===== config.mk =====
export PLATFORM = sky130hd
export DESIGN_NAME = aes_word_loader
export DESIGN_NICKNAME = d
export VERILOG_FILES = /design/src/rtl/aes_word_loader.sv
export SDC_FILE = /design/constraint.sdc
export NUM_CORES = 1
export LEC_CHECK = 0
export BUFFER_PORTS_ARGS = -buffer_cell sky130_fd_sc_hd__buf_2
export CAP_MARGIN = 20
export CORE_UTILIZATION = 36
export CTS_CLUSTER_DIAMETER = 80
export CTS_CLUSTER_SIZE = 25
export DETAILED_ROUTE_END_ITERATION = 10
export GPL_ROUTABILITY_DRIVEN = 0
export MAX_ROUTING_LAYER = met4
export PLACE_DENSITY = 0.64
export SLEW_MARGIN = 20
export SYNTH_ARGS = -nofsm -noshare
export SYNTH_HDL_FRONTEND = slang
export SYNTH_SLANG_ARGS = --single-unit
export TNS_END_PERCENT = 30

===== constraint.sdc =====
create_clock -name clk -period 32.9 [get_ports clk]
set_input_delay 1.645 -clock clk [delete_from_list [all_inputs] [get_ports clk]]
set_output_delay 1.645 -clock clk [all_outputs]
set_load 0.1 [all_outputs]

===== src/rtl/aes_word_loader.sv =====
// aes_word_loader: word-serial front/back end for a combinational AES-128 core.
// Assembles key and data blocks from 32-bit words (MSW first), holds them stable
// for LATENCY_CYCLES, captures the core result and streams it out as four words.
module aes_word_loader #(
    parameter int unsigned LATENCY_CYCLES = 2
) (
    input  logic         clk,
    input  logic         rst,
    input  logic         InValid,
    output logic         InReady,
    input  logic [31:0]  InData,
    input  logic         InIsKey,
    input  logic         InInv,
    output logic [127:0] BlkInput,
    output logic [127:0] BlkKey,
    output logic         BlkInv,
    input  logic [127:0] BlkOutput,
    output logic         OutValid,
    input  logic         OutReady,
    output logic [31:0]  OutData,
    output logic         OutLast,
    output logic         Busy
);

    typedef enum logic [1:0] {
        ST_LOAD = 2'd0,
        ST_WAIT = 2'd1,
        ST_SEND = 2'd2
    } state_t;

    localparam logic [3:0] LAT_LAST = 4'(LATENCY_CYCLES - 1);

    state_t       state_q,     state_d;
    logic [2:0]   data_cnt_q,  data_cnt_d;
    logic [1:0]   key_cnt_q,   key_cnt_d;
    logic         key_valid_q, key_valid_d;
    logic [3:0]   wait_cnt_q,  wait_cnt_d;
    logic [1:0]   out_cnt_q,   out_cnt_d;
    logic [127:0] blk_input_q, blk_input_d;
    logic [127:0] blk_key_q,   blk_key_d;
    logic         blk_inv_q,   blk_inv_d;
    logic [127:0] result_q,    result_d;

    logic         in_ready;
    logic         in_fire;
    // Slot n of a 128-bit block starts at bit 32*(3-n); for a 2-bit n that is {~n, 5'b0}.
    logic [6:0]   data_base;
    logic [6:0]   key_base;
    logic [6:0]   out_base;

    // Key words are always accepted in LOAD; a 5th data word is stalled.
    assign in_ready  = (state_q == ST_LOAD) && !((data_cnt_q == 3'd4) && !InIsKey);
    assign in_fire   = InValid && in_ready;
    assign data_base = {~data_cnt_q[1:0], 5'd0};
    assign key_base  = {~key_cnt_q, 5'd0};
    assign out_base  = {~out_cnt_q, 5'd0};

    assign InReady  = in_ready;
    assign BlkInput = blk_input_q;
    assign BlkKey   = blk_key_q;
    assign BlkInv   = blk_inv_q;
    assign Busy     = (state_q != ST_LOAD);

    // Next-state, word assembly, wait counting and output streaming.
    always_comb begin
        state_d     = state_q;
        data_cnt_d  = data_cnt_q;
        key_cnt_d   = key_cnt_q;
        key_valid_d = key_valid_q;
        wait_cnt_d  = wait_cnt_q;
        out_cnt_d   = out_cnt_q;
        blk_input_d = blk_input_q;
        blk_key_d   = blk_key_q;
        blk_inv_d   = blk_inv_q;
        result_d    = result_q;
        OutValid    = 1'b0;
        OutData     = '0;
        OutLast     = 1'b0;

        unique case (state_q)
            ST_LOAD: begin
                if (in_fire) begin
                    if (InIsKey) begin
                        blk_key_d[key_base +: 32] = InData;
                        key_cnt_d = key_cnt_q + 2'd1;
                        if (key_cnt_q == 2'd0) key_valid_d = 1'b0;
                        if (key_cnt_q == 2'd3) key_valid_d = 1'b1;
                    end else begin
                        blk_input_d[data_base +: 32] = InData;
                        data_cnt_d = data_cnt_q + 3'd1;
                        if (data_cnt_q == 3'd3) blk_inv_d = InInv;
                    end
                end
                // Decision uses registered counts, so it lands one cycle after the completing word.
                if ((data_cnt_q == 3'd4) && key_valid_q) begin
                    state_d    = ST_WAIT;
                    wait_cnt_d = '0;
                end
            end
            ST_WAIT: begin
                wait_cnt_d = wait_cnt_q + 4'd1;
                if (wait_cnt_q == LAT_LAST) begin
                    result_d  = BlkOutput;
                    out_cnt_d = '0;
                    state_d   = ST_SEND;
                end
            end
            ST_SEND: begin
                OutValid = 1'b1;
                OutData  = result_q[out_base +: 32];
                OutLast  = (out_cnt_q == 2'd3);
                if (OutReady) begin
                    out_cnt_d = out_cnt_q + 2'd1;
                    if (out_cnt_q == 2'd3) begin
                        state_d    = ST_LOAD;
                        data_cnt_d = '0;
                    end
                end
            end
            default: state_d = ST_LOAD;
        endcase
    end

    // State and datapath registers with asynchronous reset.
    always_ff @(posedge clk or posedge rst) begin
        if (rst) begin
            state_q     <= ST_LOAD;
            data_cnt_q  <= '0;
            key_cnt_q   <= '0;
            key_valid_q <= 1'b0;
            wait_cnt_q  <= '0;
            out_cnt_q   <= '0;
            blk_input_q <= '0;
            blk_key_q   <= '0;
            blk_inv_q   <= 1'b0;
            result_q    <= '0;
        end else begin
            state_q     <= state_d;
            data_cnt_q  <= data_cnt_d;
            key_cnt_q   <= key_cnt_d;
            key_valid_q <= key_valid_d;
            wait_cnt_q  <= wait_cnt_d;
            out_cnt_q   <= out_cnt_d;
            blk_input_q <= blk_input_d;
            blk_key_q   <= blk_key_d;
            blk_inv_q   <= blk_inv_d;
            result_q    <= result_d;
        end
    end

endmodule


-- Word-level counts from Yosys, hierarchy flattened
Index checks and enable logic that the tools add are counted.
- input bits: 166
- register bits: 399
- output and inout bits: 293
- equal/unequal tests: 13
- muxes and demuxes: 22
- bitwise operators: 4
- reduce and logical (&&, ||, !) cells: 22
- shift-type cells: 5
- add/sub/neg operators: 6
- operator list (kind ; count):
    $bwmux W128 ; 2
    $shift A32 B9 Y128 const A ; 2
    $shiftx A32 B9 Y128 ; 2
    $shiftx A128 B8 Y32 ; 1
    $mux W32 ; 1
    $neg A7 Y9 ; 2
    $mux W2 ; 6
    $mux W3 ; 4
    $reduce_and A4 Y1 ; 3
    $ne A2 B2 Y1 const B ; 5
    $reduce_bool A2 Y1 ; 5
    $reduce_and A3 Y1 ; 3
    $pmux W4 S2 ; 1
    $eq A2 B2 Y1 const B ; 3
    $not A2 Y2 ; 3
    $pmux W2 S3 ; 1
    $pmux W3 S2 ; 1
    $reduce_and A5 Y1 ; 1
    $add A2 B1 Y2 const B ; 2
    $add A4 B1 Y4 const B ; 1
    $eq A4 B1 Y1 const B ; 1
    $logic_and A1 B1 Y1 ; 4
    $logic_not A2 Y1 ; 2
    $mux W1 ; 4
    other kinds (10) ; 12

-- Depth between registers and ports, before layout
- depth after elaboration: 7
- depth in mapped cells: 7
- mapped depth without buffers: 5

-- Least setup slack after synthesis
Ideal clock, no wire load.
- kind: input to output
- from: in InIsKey
- to: out InReady
- path slack: 27.926 ns
- arrival: 3.329 ns
- stages: 2
- cell sequence: inv_1 a31oi_1
- cells in the longest elaborated chain, start to end: 4
- ends and longest elaborated chain (item ; RTL line ; source):
    start, declared ; 12 ; input logic InIsKey,
    $logic_not A1 Y1 ; 52 ; assign in_ready = (state_q == ST_LOAD) && !((data_cnt_q == 3'd4) && !InIsKey);
    $logic_and A1 B1 Y1 ; 52 ;
    $logic_not A1 Y1 ; 52 ;
    $logic_and A1 B1 Y1 ; 52 ;
    end, declared ; 10 ; output logic InReady,
Every way passes these cells.

-- Worst setup path in the final report
- from: reg state_q[1]
- to: out OutData[4]
- cells in the longest elaborated chain, start to end: 2
- ends and longest elaborated chain (item ; RTL line ; source):
    start, declared ; 33 ; state_t state_q, state_d;
    start signal, assigned ; 138 ; state_q <= state_d;
    $eq A2 B2 Y1 ; 80 ; unique case (state_q)
    $mux W32 ; 80 ;
    end, declared ; 20 ; output logic [31:0] OutData,
Every way passes these cells.

==> metrics.txt <==
aggregate routed wire length=53,900 um; most frequent cells in the layout=buf_2 (458), dfrtp_1 (398), inv_1 (264); Worst Tran Pin Value=1.057 ns; first-pass GRT wire length=82,760 um; Seq/Total Area, Yosys=54.23%; drt via density=4.934; drt first-iter violations=1,041; CTS root buf=clkbuf_16; router iterations before antenna repair=5; Synth async-reset ratio=100.0%; Core ar.=50,270 um2; Initial Utilization=36.63%; Buffers on Ports=458; largest net degree at the start of global routing=173; CP Capture Type=primary output; Hold Fails Final Rpt=0; drt wl/cell=20.28 um; crit path DAT=2.72 ns; CTS Sinks=399; nets=2,142; total grt overflow=0; clock slew at reported path FFs=0.08 ns; synthesis-to-finish area growth=19.62%; I/O pins=459; cells after synthesis=1,595; # DRC=0; Yosys warning count=0; Post-CTS Resized=0; CTS H-Tree Depth=1; Max Cap Viol=0; crit path launch type=register; CTS tree=done; synthesized area=18,410 um2; period utilisation layout=13.28%; Top FF cell, synth=dfrtp_1; CTS Hold Bufs=0; Die X=228.2 um; CP required=31.25 ns; Post-DP HPWL=36,590 um; final setup vio count=0; vias in the first global route=13,376; Max Root-Sink Buffers=3; Detail Route Antenna Nets=0; Mapped Nets=1,775; fin. max-slew vios=0; hold crit path type=reg2reg; mean cell area of the mapped netlist=11.54 um2; f_max=0.2289 GHz; crit-path max FO=37; row cnt=82; Inserted Clock Buffers=28; Worst Skew=0.01934 ns; flops & latches, synth=399; Rel. slew slack=29.51%; gr usage total=20.98%; Final min period=4.369 ns; Worst-Skew Late Latency=0.58 ns; Synth cell types=41; Die ar.=52,050 um2; Vias=13,115; critical setup path kind=reg2out; share of layout cells above drive strength 1=36.07%; initial antenna violation count=4; unrepaired setup endpoints after global routing=false; setup TNS=0 ns; number of post-CTS setup repair buffers=0; most common cell after layout, fill and taps aside=buf_2; status=complete, no violations; number of synthesized flops with an enable pin=0; Die Y-Extent=228.2 um
==> state kept, by name (all words and copies together) (netlist names), 2 cells and up <==
signal and flops:
BlkKey 128, wait_cnt_q 4, out_cnt_q 2, BlkInput 128, result_q 128, state_q 2, data_cnt_q 3, key_cnt_q 2
==> metrics by stage <==
step,hold WS [ns],setup WS [ns],util (%),instances,cell area [um2]
6_report,0.5067,28.53,43.81,2658,22020
5_1_grt,0.5240,28.38,43.81,2658,22020
4_1_cts,0.5102,28.44,43.71,2652,21970
3_5_place_dp,0.4879,28.85,41.59,2602,20910
3_3_place_gp,0.4844,28.82,41.59,2602,20910
2_1_floorplan,0.4739,20.16,-,1595,18410
==> final cells by class <==
type                       instances  area [um2]
sequential                       399        9986
multi-input combinational        784        6580
clock buffer                      34       774.5
clock inverter                    16       291.5
antenna                            4       10.01
timing repair buffer             484        2540
tap                              672       840.8
fill                            4740       28250
inverter                         265        1002
==> worst max-delay path, stage by stage, from the launching register on <==
cell and delay [ns]:
dfrtp_1 0.62, nor2b_4 0.80, and2_1 0.26, buf_2 0.43
==> cell families (layout without fill, tap and decap cells) <==
family	after synthesis	count (layout)	share of synthesized area, %
xor+xnor	1	1	0.04758
simple gates	335	335	9.642
fa+ha+maj	14	14	0.9514
buf+inv	412	799	10.36
other cells	0	4	0
flops	399	399	54.23
mux	292	292	20.72
compound gates	142	142	4.050
==> per-layer routing <==
metal,track usage [%],share of wire (%),vias up
li1,-,-,5999
met1,26.77,43,6503
met2,33.31,47,542
met3,5.775,8.3,71
met4,4.467,2.3,0
met5,-,0,-
==> cell usage after synthesis (all sizes together) (5+ instances only) <==
master	count	area, um2
clkbuf	83	350.3
mux2	132	1813
nand2	134	503.0
mux4	32	720.7
ha	14	175.2
dfrtp	399	9985
nand4	129	813.3
inv	265	994.7
and3	5	31.28
and2	40	250.2
buf	64	563.1
mux2i	128	1281
o21ai	133	665.6
==> path summary, 6_finish.rpt <==
path,startpoint,slack [ns],end,cells after the start
max reg2reg,wait_cnt_q[1],29.22,result_q[68],8
max,state_q[1],28.53,OutData[4],3
min,result_q[55],0.51,result_q[55],1
min in group asynchronous,rst,1.13,BlkInput[31],2
max in group asynchronous,rst,29.53,result_q[112],5
min reg2reg,result_q[55],0.51,result_q[55],1
Power is left out: the tool's default activity adds up to more than one toggle a clock period on the data nets, which glitch-free logic cannot reach.
